**src/rtl/cin_convert_ctrl_pkg.sv**
```systemverilog
`default_nettype none
// ============================================================================
//  Module      : cin_convert_ctrl_pkg
//  Description : Shared definitions for the 2:1 channel width converter
//                controller. Holds the picture/channel defaults, the FSM
//                state encoding and the half-width helper.
//  Revision    : 1.0 - initial release
// ============================================================================
package cin_convert_ctrl_pkg;

    // Defaults shared with the rest of the TJPU output path
    localparam int CCC_PICTURE_NUM = 1;
    localparam int CCC_CH_OUT_NUM  = 16;

    // Width of one output beat for the default configuration
    localparam int H = CCC_PICTURE_NUM * CCC_CH_OUT_NUM * 4;

    // FSM state encoding
    localparam int          CCC_STATE_W = 3;
    localparam logic [2:0]  CCC_IDLE    = 3'd0;
    localparam logic [2:0]  CCC_LOAD    = 3'd1;
    localparam logic [2:0]  CCC_LOW     = 3'd2;
    localparam logic [2:0]  CCC_HIGH    = 3'd3;
    localparam logic [2:0]  CCC_DONE    = 3'd4;

    // Half-width beat size for an arbitrary configuration
    function automatic int ccc_half_width(input int picture_num, input int ch_out_num);
        return picture_num * ch_out_num * 4;
    endfunction

endpackage : cin_convert_ctrl_pkg
`default_nettype wire

```
**src/rtl/cin_convert_ctrl.sv**
```systemverilog
`default_nettype none
// ============================================================================
//  Module      : cin_convert_ctrl
//  Description : Sequencing controller for the 2:1 channel width converter.
//                Accepts full-width words on a valid/ready slave port and
//                emits each as two half-width beats (low half first) on a
//                valid/ready master port. Counts cfg_word_num words per job,
//                flags the final beat with M_Last and pulses done at the end.
//
//  Ports       : clk, rst            - clock, synchronous active-high reset
//                start, cfg_word_num - job start pulse and word count
//                cfg_half_only       - (CIN_CONV_HALF_ONLY_EN only) emit low
//                                      beats only, latched with start
//                busy, done          - job status
//                S_Feature/S_Valid/S_Ready         - full-width slave port
//                M_Feature/M_Valid/M_Ready/M_Last  - half-width master port
//
//  Options     : CIN_CONV_HALF_ONLY_EN - adds the cfg_half_only input.
//  Revision    : 1.0 - initial release
// ============================================================================
module cin_convert_ctrl
    import cin_convert_ctrl_pkg::*;
#(
    parameter int PICTURE_NUM = CCC_PICTURE_NUM,
    parameter int CH_OUT_NUM  = CCC_CH_OUT_NUM,
    parameter int CNT_W       = 16
) (
    input  logic                              clk,
    input  logic                              rst,
    input  logic                              start,
    input  logic [CNT_W-1:0]                  cfg_word_num,
`ifdef CIN_CONV_HALF_ONLY_EN
    input  logic                              cfg_half_only,
`endif
    output logic                              busy,
    output logic                              done,
    input  logic [PICTURE_NUM*CH_OUT_NUM*8-1:0] S_Feature,
    input  logic                              S_Valid,
    output logic                              S_Ready,
    output logic [PICTURE_NUM*CH_OUT_NUM*4-1:0] M_Feature,
    output logic                              M_Valid,
    input  logic                              M_Ready,
    output logic                              M_Last
);

    localparam int c_HALF_W = ccc_half_width(PICTURE_NUM, CH_OUT_NUM);

    logic [CCC_STATE_W-1:0] r_state;
    logic [2*c_HALF_W-1:0]  r_hold;
    logic [CNT_W-1:0]       r_word_cnt;
    logic [CNT_W-1:0]       r_word_num;
    logic                   r_busy;
    logic                   r_done;
    logic                   r_m_valid;
    logic                   r_m_last;

    logic                   w_half_only;
    logic                   w_last_word;
    logic                   w_advance;
    logic                   w_capture;
    logic [CNT_W-1:0]       w_cnt_inc;

`ifdef CIN_CONV_HALF_ONLY_EN
    logic                   r_half_only;
    assign w_half_only = r_half_only;
`else
    assign w_half_only = 1'b0;
`endif

    assign w_cnt_inc   = r_word_cnt + CNT_W'(1);
    assign w_last_word = (r_word_cnt == r_word_num);

    // The current word's final beat is being handed off this cycle: the high
    // beat normally, or the low beat when only low halves are emitted.
    assign w_advance = M_Ready && ((r_state == CCC_HIGH) ||
                                   (r_state == CCC_LOW && w_half_only));

    // Ready either while waiting for a word, or while the previous word's
    // final beat leaves, which lets words stream with no bubble.
    assign S_Ready   = (r_state == CCC_LOAD) || (w_advance && !w_last_word);
    assign w_capture = S_Valid && S_Ready;

    // Beat select from the hold register; only changes on a handshake, so the
    // output is stable while the master stalls.
    assign M_Feature = (r_state == CCC_HIGH) ? r_hold[2*c_HALF_W-1:c_HALF_W]
                                             : r_hold[c_HALF_W-1:0];
    assign M_Valid   = r_m_valid;
    assign M_Last    = r_m_last;
    assign busy      = r_busy;
    assign done      = r_done;

    always_ff @(posedge clk) begin
        if (rst) begin
            r_state    <= CCC_IDLE;
            r_hold     <= '0;
            r_word_cnt <= '0;
            r_word_num <= '0;
            r_busy     <= 1'b0;
            r_done     <= 1'b0;
            r_m_valid  <= 1'b0;
            r_m_last   <= 1'b0;
`ifdef CIN_CONV_HALF_ONLY_EN
            r_half_only <= 1'b0;
`endif
        end else if (w_capture) begin
            // Slave handshake from LOAD or the pipelined accept
            r_hold     <= S_Feature;
            r_word_cnt <= w_cnt_inc;
            r_m_valid  <= 1'b1;
            r_m_last   <= w_half_only && (w_cnt_inc == r_word_num);
            r_state    <= CCC_LOW;
        end else if (w_advance) begin
            r_m_valid <= 1'b0;
            r_m_last  <= 1'b0;
            if (w_last_word) begin
                r_done  <= 1'b1;
                r_state <= CCC_DONE;
            end else begin
                r_state <= CCC_LOAD;
            end
        end else begin
            case (r_state)
                CCC_IDLE: begin
                    if (start) begin
                        r_word_num <= cfg_word_num;
                        r_word_cnt <= '0;
                        r_busy     <= 1'b1;
`ifdef CIN_CONV_HALF_ONLY_EN
                        r_half_only <= cfg_half_only;
`endif
                        if (cfg_word_num == '0) begin
                            r_done  <= 1'b1;
                            r_state <= CCC_DONE;
                        end else begin
                            r_state <= CCC_LOAD;
                        end
                    end
                end
                CCC_LOW: begin
                    // Half-only LOW handoff is covered by w_advance above
                    if (M_Ready) begin
                        r_m_last <= w_last_word;
                        r_state  <= CCC_HIGH;
                    end
                end
                CCC_DONE: begin
                    r_done  <= 1'b0;
                    r_busy  <= 1'b0;
                    r_state <= CCC_IDLE;
                end
                default: begin
                    // LOAD waits for a word; HIGH waits for M_Ready
                    r_state <= r_state;
                end
            endcase
        end
    end

endmodule : cin_convert_ctrl
`default_nettype wire

```
**config.mk**
```make
export PLATFORM = sky130hd
export DESIGN_NAME = cin_convert_ctrl
export DESIGN_NICKNAME = d
export VERILOG_FILES = /design/src/rtl/cin_convert_ctrl_pkg.sv /design/src/rtl/cin_convert_ctrl.sv
export SDC_FILE = /design/constraint.sdc
export NUM_CORES = 1
export LEC_CHECK = 0
export BUFFER_PORTS_ARGS = -buffer_cell sky130_fd_sc_hd__buf_2
export CAP_MARGIN = 20
export CORE_MARGIN = 4
export CORE_UTILIZATION = 40
export DETAILED_ROUTE_END_ITERATION = 6
export SETUP_SLACK_MARGIN = 0.15
export SLEW_MARGIN = 20
export SYNTH_ARGS = -nofsm -noshare
export SYNTH_HDL_FRONTEND = slang
export SYNTH_SLANG_ARGS = --single-unit
```
**constraint.sdc**
```tcl
create_clock -name clk -period 4.1 [get_ports clk]
set_clock_uncertainty 0.1 [all_clocks]
set_input_delay 0.615 -clock clk [delete_from_list [all_inputs] [get_ports clk]]
set_output_delay 0.615 -clock clk [all_outputs]
set_load 0.005 [all_outputs]
```
==> results_dict.tcl, run 1 <==
set metrics [dict create \
    antenna_cells 0 \
    sw_frac_of_total 0.251 \
    post_cts_buffers 0 \
    drive_above_1_share 0.349 \
    initial_core_util 0.406 \
    dp_hpwl_mm 11.7 \
    setup_viol 0 \
    cts_tree "done" \
    drc 0 \
    fillers 1707 \
    dp.cells 1132 \
    min_period_ns 3.10 \
    drt_iter0_drc 226 \
    status "complete, no violations" \
    cts_inserted_buffers 17 \
    cts.path.max_buffers 2 \
    grt_antenna_before_repair 4 \
    layout_common_cells "buf_2 (216), dfxtp_1 (167), nor2_1 (137)" \
    grt_first_pass_wirelength_mm 27.9 \
    postCtsResizedCells 0 \
    p_seq_frac 0.433 \
    layout_commonest_cell "buf_2" \
    area_growth_pct 24.9 \
    hold_viol_final 0 \
    floorplan.io_pins 218 \
    syn_avg_cell_area_um2 9.98 \
    async_reset_ff_frac 0 \
    grt_pass1_vias 5561 \
    nNetsFinal 1072 \
    clk-insertion-delay-late_ns 0.42 \
    critPathLaunchType "flop" \
    grtUsageTotal 0.170 \
    grt-ovfl-total 0 \
    p_int_mw 3.11 \
    reg2reg_depth 7 \
    vias 5669 \
    die-area_um2 20500 \
    drv_cap 0 \
    num_rows 49 \
    root_buffer "clkbuf_16" \
    wl_per_cell_um 14.9 \
    io_buffers 217 \
    hold_class "in -> reg" \
    yosysSeqAreaShare 0.458 \
    synth_seq_cells 167 \
    endpoint_kind "output pin" \
    power.leakage_nw 4.09 \
    fin_cells 1164 \
    synth-main-ff-cell "dfxtp_1" \
    netlist_area_um2 7290 \
    final_max_slew_viol_count 0 \
    clk_pin_slew_ns 0.07 \
    max_clock_freq_mhz 322 \
    yosys.area.top_type_share 0.458 \
    min_path_cells 3 \
    grt_max_degree 94 \
    synth_edf_count 0 \
    multi_input_area_um2 3660 \
    totalWireLength_mm 17.4 \
    fin_crit_sh 0.756 \
    first_pass_iters 4 \
    ctsHoldBuffers 0 \
    rsz0062_at_grt "false" \
    ys_top_cells_by_area "dfxtp_1 (46%), mux2i_1 (18%), mux2_2 (9.9%)" \
    synth.net_count 881 \
    die_h_um 143 \
    critPathArrivalTime_ns 2.39 \
    die_w_um 143 \
    powerDensity_nw_per_um2 456 \
    globalplace.congestion 0.798 \
    peakVddDrop_uv 280 \
    maxSlewHeadroom 0.280 \
    crit_type "reg -> out" \
    synth_cell_types 37 \
    clkPwrFrac 0.420 \
    tightest_slew_ns 1.08 \
    core_area_um2 18000 \
    ctsHtreeMaxLevel 4 \
    combinationalPowerShare 0.147 \
    setup_tns_ns 0 \
    seq_area_um2 3340 \
    ys_warn_count 0 \
    critPathRequiredTime_ns 3.38 \
    ant_nets 0 \
    yosys.area.top_type "dfxtp_1" \
    synthesis.instances 731 \
    netSwitchingPower_mw 1.04 \
    crit_fanout 54 \
    vias_per_cell 4.87 \
    cts.sinks 167 \
]
## synth_stat cells (2+ instances only)
| cell type | instances |
|---|---|
| nand3b_1 | 11 |
| nand4_1 | 5 |
| a41o_1 | 2 |
| mux2i_1 | 134 |
| nor2_1 | 137 |
| dfxtp_1 | 167 |
| and3_1 | 4 |
| xor2_1 | 16 |
| a21boi_0 | 2 |
| o21a_1 | 2 |
| a21oi_1 | 25 |
| nor3_1 | 6 |
| clkbuf_1 | 33 |
| nand2_1 | 47 |
| nor3b_1 | 4 |
| nor2b_1 | 5 |
| buf_6 | 16 |
| and3b_1 | 4 |
| nand3_1 | 5 |
| or2_2 | 3 |
| mux2_2 | 64 |
| nor4_1 | 10 |
| or3_1 | 2 |
| o21ai_0 | 14 |
## worst paths after layout
kind	startpoint	end	slack, ns
max	r_state[0]$_SDFFE_PP0P_	M_Feature[40]	1.0
min	S_Feature[73]	r_hold[73]$_SDFFE_PP0P_	0.32
max reg2reg	r_word_cnt[10]$_SDFFE_PP0P_	r_hold[36]$_SDFFE_PP0P_	1.17
min reg2reg	done$_SDFFE_PP0P_	done$_SDFFE_PP0P_	0.36
## state kept, by name (all words and copies together), names as in the netlist
name	flops
M_Valid	1
M_Last	1
r_word_cnt	16
r_hold	128
done	1
r_state	3
busy	1
r_word_num	16
## stage by stage
stage | area (um^2) | worst slack, ns | power (mW) | util | hold WS, ns
final | 9110 | 0.999 | 4.15 | 0.507 | 0.324
after global routing | 9110 | 0.857 | 4.36 | 0.507 | 0.317
after CTS | 9110 | 0.967 | 4.21 | 0.507 | 0.310
after detailed placement | 8470 | 1.20 | 2.45 | 0.471 | 0.356
after global placement | 8470 | 1.16 | 2.45 | 0.471 | 0.352
after floorplan | 7290 | 1.92 | 2.26 | - | 0.348
## final cells by class
type / count / area share
clock inverter: 12 / 0.0207
timing repair buffer: 222 / 0.129
clock buffer: 20 / 0.0501
sequential: 167 / 0.367
multi-input combinational: 514 / 0.402
tap: 229 / 0.0314
## worst max-delay path: stages (launching register included)
cell	delay, ns
dfxtp_1	0.47
nor2b_1	0.37
nand2_2	0.31
buf_12	0.31
mux2_2	0.33
buf_2	0.14
## logic make-up (layout without fill, tap and decap cells)
family | Yosys count | after routing | synth area share
AOI/OAI and AO/OA | 47 | 47 | 0.0362
xor gates and xnor gates | 17 | 17 | 0.0204
adders and majority gates | 1 | 1 | 0.00172
buffers and inverters | 50 | 254 | 0.0424
DFF | 167 | 167 | 0.458
muxes | 199 | 199 | 0.285
and+or+nand+nor | 250 | 250 | 0.156
## routing by layer
metal	GRT usage	routed length (um)	share of wire	vias to the layer above
li1	-	-	-	2900
met1	0.207	7560	0.44	2590
met2	0.272	7920	0.46	153
met3	0.0804	1670	0.096	18
met4	0.0455	187	0.011	8
met5	0	41	0.0024	-
## power groups by stage
stage	Clock, mW	Combinational [mW]	Sequential [mW]
after CTS	1.79	0.623	1.80
after global placement	0	0.615	1.83
after detailed placement	0	0.620	1.83
after floorplan	0	0.450	1.81
final	1.74	0.612	1.80
after global routing	1.87	0.686	1.81
No activity file was read; power rests on OpenSTA's default activity.
==> run 2, diff against run 1 <==
--- a/config.mk
+++ b/config.mk
@@ -5,11 +5,13 @@
 export SDC_FILE = /design/constraint.sdc
 export NUM_CORES = 1
 export LEC_CHECK = 0
+export ABC_AREA = 1
 export BUFFER_PORTS_ARGS = -buffer_cell sky130_fd_sc_hd__buf_2
 export CAP_MARGIN = 20
 export CORE_MARGIN = 4
 export CORE_UTILIZATION = 40
 export DETAILED_ROUTE_END_ITERATION = 6
+export PLACE_DENSITY = 0.67
 export SETUP_SLACK_MARGIN = 0.15
 export SLEW_MARGIN = 20
 export SYNTH_ARGS = -nofsm -noshare
==> constraint.sdc (replaced) <==
create_clock -name clk -period 2.7 [get_ports clk]
set_clock_uncertainty 0.1 [all_clocks]
set_input_delay 0.405 -clock clk [delete_from_list [all_inputs] [get_ports clk]]
set_output_delay 0.405 -clock clk [all_outputs]
set_load 0.005 [all_outputs]
==> results_dict.tcl, run 2 <==
set metrics [dict create \
    clk_pin_slew_ns 0.08 \
    netSwitchingPower_mw 2.15 \
    powerDensity_nw_per_um2 761 \
    sw_frac_of_total 0.309 \
    synth_seq_cells 167 \
    syn_avg_cell_area_um2 6.56 \
    rsz0062_at_grt "true" \
    drt_iter0_drc 413 \
    floorplan.io_pins 218 \
    combinationalPowerShare 0.211 \
    p_seq_frac 0.428 \
    max_clock_freq_mhz 415 \
    dp_hpwl_mm 13.3 \
    fin_crit_sh 0.892 \
    grt-ovfl-total 0 \
    power.leakage_nw 4.29 \
    hold_viol_final 0 \
    cts_tree "done" \
    vias_per_cell 4.75 \
    totalWireLength_mm 19.8 \
    layout_commonest_cell "nor2_1" \
    yosys.area.top_type "dfxtp_1" \
    clkPwrFrac 0.361 \
    crit_fanout 64 \
    post_cts_buffers 0 \
    grt_pass1_vias 6727 \
    first_pass_iters 5 \
    async_reset_ff_frac 0 \
    critPathArrivalTime_ns 1.90 \
    cts_inserted_buffers 17 \
    netlist_area_um2 7300 \
    final_max_slew_viol_count 0 \
    fin_util 0.509 \
    endpoint_kind "output pin" \
    synth_edf_count 0 \
    reg_top3 "r_hold (128), r_word_cnt (16), r_word_num (16)" \
    initial_core_util 0.407 \
    ys_warn_count 0 \
    synth-main-ff-cell "dfxtp_1" \
    largest_register "r_hold" \
    tightest_slew_ns 0.478 \
    grt_antenna_before_repair 2 \
    nNetsFinal 1442 \
    grt_first_pass_wirelength_mm 31.6 \
    num_rows 49 \
    core_area_um2 18000 \
    clk-insertion-delay-late_ns 0.42 \
    fin_area_um2 9140 \
    die-area_um2 20500 \
    synth_common_cells "nor2_1 (300), nand2_1 (288), dfxtp_1 (167)" \
    reg2reg_slack_ns 0.48 \
    yosysMostFrequentCell "nor2_1" \
    synth_cell_types 24 \
    p_int_mw 4.81 \
    drive_above_1_share 0.214 \
    die_w_um 143 \
    setup_tns_ns 0 \
    placed_area_um2 8500 \
    peakVddDrop_uv 553 \
    dpl_worst_slack_ns 0.485 \
    ctsHoldBuffers 0 \
    maxSlewHeadroom 0.682 \
    critPathRequiredTime_ns 2.19 \
    p_total_mw 6.95 \
    die_h_um 143 \
    io_buffers 217 \
    ys_top_cells_by_area "dfxtp_1 (46%), nor2_1 (15%), nand2_1 (15%)" \
    grt_max_degree 97 \
    largest_reg_flops 128 \
    yosysSeqAreaShare 0.458 \
    cts.sinks 167 \
    globalplace.congestion 0.822 \
    vias 7303 \
    drv_cap 0 \
    setup_viol 0 \
    root_buffer "clkbuf_16" \
    min_period_ns 2.41 \
    wl_per_cell_um 12.9 \
    reg2reg_depth 14 \
    worst_slack_ns 0.292 \
    min_path_cells 3 \
    status "complete, no violations" \
    crit_type "reg -> out" \
    critPathLaunchType "flop" \
    cts.path.max_buffers 2 \
    ant_nets 0 \
    hold_class "in -> reg" \
    grtUsageTotal 0.189 \
    synth.net_count 1263 \
    yosys.area.top_type_share 0.458 \
    synthesis.instances 1113 \
    area_growth_pct 25.2 \
    ctsHtreeMaxLevel 4 \
    drc 0 \
    layout_common_cells "nor2_1 (299), nand2_1 (288), buf_2 (217)" \
]
run 2: cell count changes after synthesis, moves of 50 or more:
| cell | before | now |
|---|---|---|
| nor2_1 | 137 | 300 |
| o21ai_0 | 14 | 139 |
| mux2_2 | 64 | 0 |
| mux2i_1 | 134 | 0 |
| nand2_1 | 47 | 288 |
| inv_1 | 0 | 50 |
run 2: logic make-up after synthesis:
| group | count (synthesis) | synth area share |
|---|---|---|
| and+or+nand+nor | 638 | 0.341 |
| AOI/OAI and AO/OA | 182 | 0.125 |
| DFF | 167 | 0.458 |
| buffers and inverters | 124 | 0.0732 |
| xor gates and xnor gates | 1 | 0.00120 |
| adders and majority gates | 1 | 0.00171 |
run 2: path summary, 6_finish.rpt:
kind,endpoint,start
setup reg to reg,r_hold[27]$_SDFFE_PP0P_,r_word_cnt[8]$_SDFFE_PP0P_
hold / removal,r_hold[22]$_SDFFE_PP0P_,S_Feature[22]
setup / recovery,M_Feature[13],r_state[2]$_SDFFE_PP0P_
hold reg to reg,busy$_SDFFE_PP0P_,busy$_SDFFE_PP0P_
run 2: through the flow:
step / hold slack [ns] / cells
4_1_cts: 0.108 / 1534
5_1_grt: 0.113 / 1535
2_1_floorplan: 0.344 / 1113
6_report: 0.124 / 1536
3_5_place_dp: 0.337 / 1502
3_3_place_gp: 0.335 / 1502
run 2: repair_timing:
item,in CTS,in global routing
pin swaps,0,0
endpoints found under the setup margin,31,47
gates resized for setup,2,12
run 2: worst max-delay path, cell delays in order, from the launching register on:
cell and delay (ns):
dfxtp_1 0.35, inv_2 0.08, nand2_1 0.09, nor2_4 0.11, clkbuf_8 0.40, nand2_1 0.18, nand2_1 0.11, buf_2 0.11
run 2: cell type report:
cell class | instances | area [um^2]
multi-input combinational | 822 | 3430
sequential | 167 | 3350
antenna | 2 | 5.00
inverter | 55 | 209
fill | 1886 | 8820
timing repair buffer | 229 | 1240
clock inverter | 14 | 181
clock buffer | 18 | 429
tap | 229 | 287
run 2: power groups by stage:
stage	Combinational (mW)	Sequential (mW)	Clock, mW
after floorplan	1.01	3.00	0
after global placement	1.47	3.02	0
after detailed placement	1.48	3.03	0
after CTS	1.48	2.98	2.56
after global routing	1.70	3.02	2.68
final	1.47	2.98	2.51
run 2: per-layer routing:
layer	global-route usage	wire [um]
met2	0.299	9020
met4	0.0650	367
met1	0.254	9150
met5	0	7
met3	0.0455	1280
==> run 3, diff against run 2 <==
--- a/config.mk
+++ b/config.mk
@@ -11,7 +11,6 @@
 export CORE_MARGIN = 4
 export CORE_UTILIZATION = 40
 export DETAILED_ROUTE_END_ITERATION = 6
-export PLACE_DENSITY = 0.67
 export SETUP_SLACK_MARGIN = 0.15
 export SLEW_MARGIN = 20
 export SYNTH_ARGS = -nofsm -noshare
==> constraint.sdc (replaced) <==
create_clock -name clk -period 3.1 [get_ports clk]
set_clock_uncertainty 0.1 [all_clocks]
set_input_delay 0.465 -clock clk [delete_from_list [all_inputs] [get_ports clk]]
set_output_delay 0.465 -clock clk [all_outputs]
set_load 0.005 [all_outputs]
==> results_dict.tcl, run 3 (synthesis gave the netlist of run 2 again) <==
set metrics [dict create \
    status "complete, no violations" \
    drv_cap 0 \
    floorplan.io_pins 218 \
    clk-insertion-delay-late_ns 0.42 \
    core_area_um2 18000 \
    max_clock_freq_mhz 373 \
    dp.cells 1501 \
    cts.path.max_buffers 2 \
    setup_tns_ns 0 \
    critPathRequiredTime_ns 2.53 \
    critPathLaunchType "flop" \
    maxSlewHeadroom 0.482 \
    power.leakage_nw 4.25 \
    drt_iter0_drc 377 \
    ctsHtreeMaxLevel 4 \
    peakVddDrop_uv 387 \
    largest_register "r_hold" \
    layout_common_cells "nor2_1 (299), nand2_1 (288), buf_2 (217)" \
    wl_per_cell_um 13.2 \
    io_buffers 217 \
    rsz0062_at_grt "false" \
    die_h_um 143 \
    crit_type "reg -> out" \
    cp.buffers_inverters 4 \
    cp_slowest_cell "buf_4" \
    critPathArrivalTime_ns 2.12 \
    critPathMaxStageDelay_ns 0.54 \
    die_w_um 143 \
    grt_max_degree 142 \
    reg_top3 "r_hold (128), r_word_cnt (16), r_word_num (16)" \
    hold_class "in -> reg" \
    tightest_slew_ns 0.777 \
    fin_cells 1535 \
    path_cells "inv_2 -> nand2_1 -> nor2_4 -> inv_2 -> buf_4 -> nand2_1 -> nand2_1 -> buf_2" \
    min_period_ns 2.68 \
    final_max_slew_viol_count 0 \
    clk_pin_slew_ns 0.06 \
    die-area_um2 20500 \
    first_pass_iters 6 \
    globalplace.congestion 0.829 \
    hold_viol_final 0 \
    fin_crit_sh 0.865 \
    cts_inserted_buffers 17 \
    ctsHoldBuffers 0 \
    dr_wl_met3_mm 1.53 \
    crit_fanout 64 \
    drt-met1-wl_mm 9.11 \
    grtUsageTotal 0.195 \
    powerDensity_nw_per_um2 656 \
    drive_above_1_share 0.208 \
    drc 0 \
    layout_commonest_cell "nor2_1" \
    num_rows 49 \
    totalWireLength_mm 20.2 \
    post_cts_buffers 0 \
    nNetsFinal 1441 \
    cts_tree "done" \
    grt_first_pass_wirelength_mm 32.4 \
    area_growth_pct 24.1 \
    route.met2.wl_mm 9.20 \
    largest_reg_flops 128 \
    endpoint_kind "output pin" \
    cts.sinks 167 \
    initial_core_util 0.407 \
    grt_pass1_vias 6625 \
    setup_viol 0 \
    grt_antenna_before_repair 8 \
    critical_path.top_delay_family "buffers and inverters" \
    postCtsResizedCells 0 \
    dp_hpwl_mm 13.4 \
    ant_nets 0 \
    critPathMostFrequentCell "nand2_1" \
    grt-ovfl-total 0 \
    vias 7190 \
    routed.top_layer "met5" \
    root_buffer "clkbuf_16" \
    vias_per_cell 4.68 \
]
==> run 3: tightest hold or removal path, stage by stage <==
cell	delay (ns)
buf_2	0.08
o21ai_1	0.06
nor2_1	0.07
==> run 3: layer usage <==
| layer | vias up | GRT usage |
|---|---|---|
| met5 | - | 0 |
| met4 | 12 | 0.0555 |
| met3 | 27 | 0.0767 |
| met2 | 170 | 0.305 |
| met1 | 3134 | 0.250 |
| li1 | 3847 | - |
==> run 3: final cells by class <==
cell class / instances / area [um^2]
antenna: 2 / 5.00
sequential: 167 / 3340
multi-input combinational: 822 / 3430
clock buffer: 18 / 439
timing repair buffer: 228 / 1210
fill: 1875 / 8900
tap: 229 / 287
clock inverter: 14 / 139
inverter: 55 / 210
==> run 3: worst paths after layout <==
| kind | from | end | slack [ns] | cells past startpoint |
|---|---|---|---|---|
| worst max-delay path | r_state[2]$_SDFFE_PP0P_ | M_Feature[63] | 0.42 | 8 |
| worst min-delay path | S_Feature[109] | r_hold[109]$_SDFFE_PP0P_ | 0.19 | 3 |
| worst max register to register | r_state[2]$_SDFFE_PP0P_ | r_hold[87]$_SDFFE_PP0P_ | 0.70 | 12 |
| worst min register to register | busy$_SDFFE_PP0P_ | busy$_SDFFE_PP0P_ | 0.35 | 2 |
==> run 3: report_power, final <==
part | internal (mW) | switching, mW
combinational | 0.499 | 0.773
clock | 1.15 | 0.926
sequential | 2.45 | 0.148
total | 4.10 | 1.85
==> run 3: metrics by stage <==
stage               hold slack [ns]  power, mW  area [um^2]   util  worst slack (ns)
global placement              0.334       3.92         8480  0.472             0.735
finish                        0.188       5.94         9060  0.504             0.418
detailed placement            0.340       3.93         8480  0.472             0.723
floorplan                     0.344       3.49         7300      -              1.28
CTS                           0.167       6.03         9060  0.504             0.350
global route                  0.174       6.33         9060  0.504             0.234
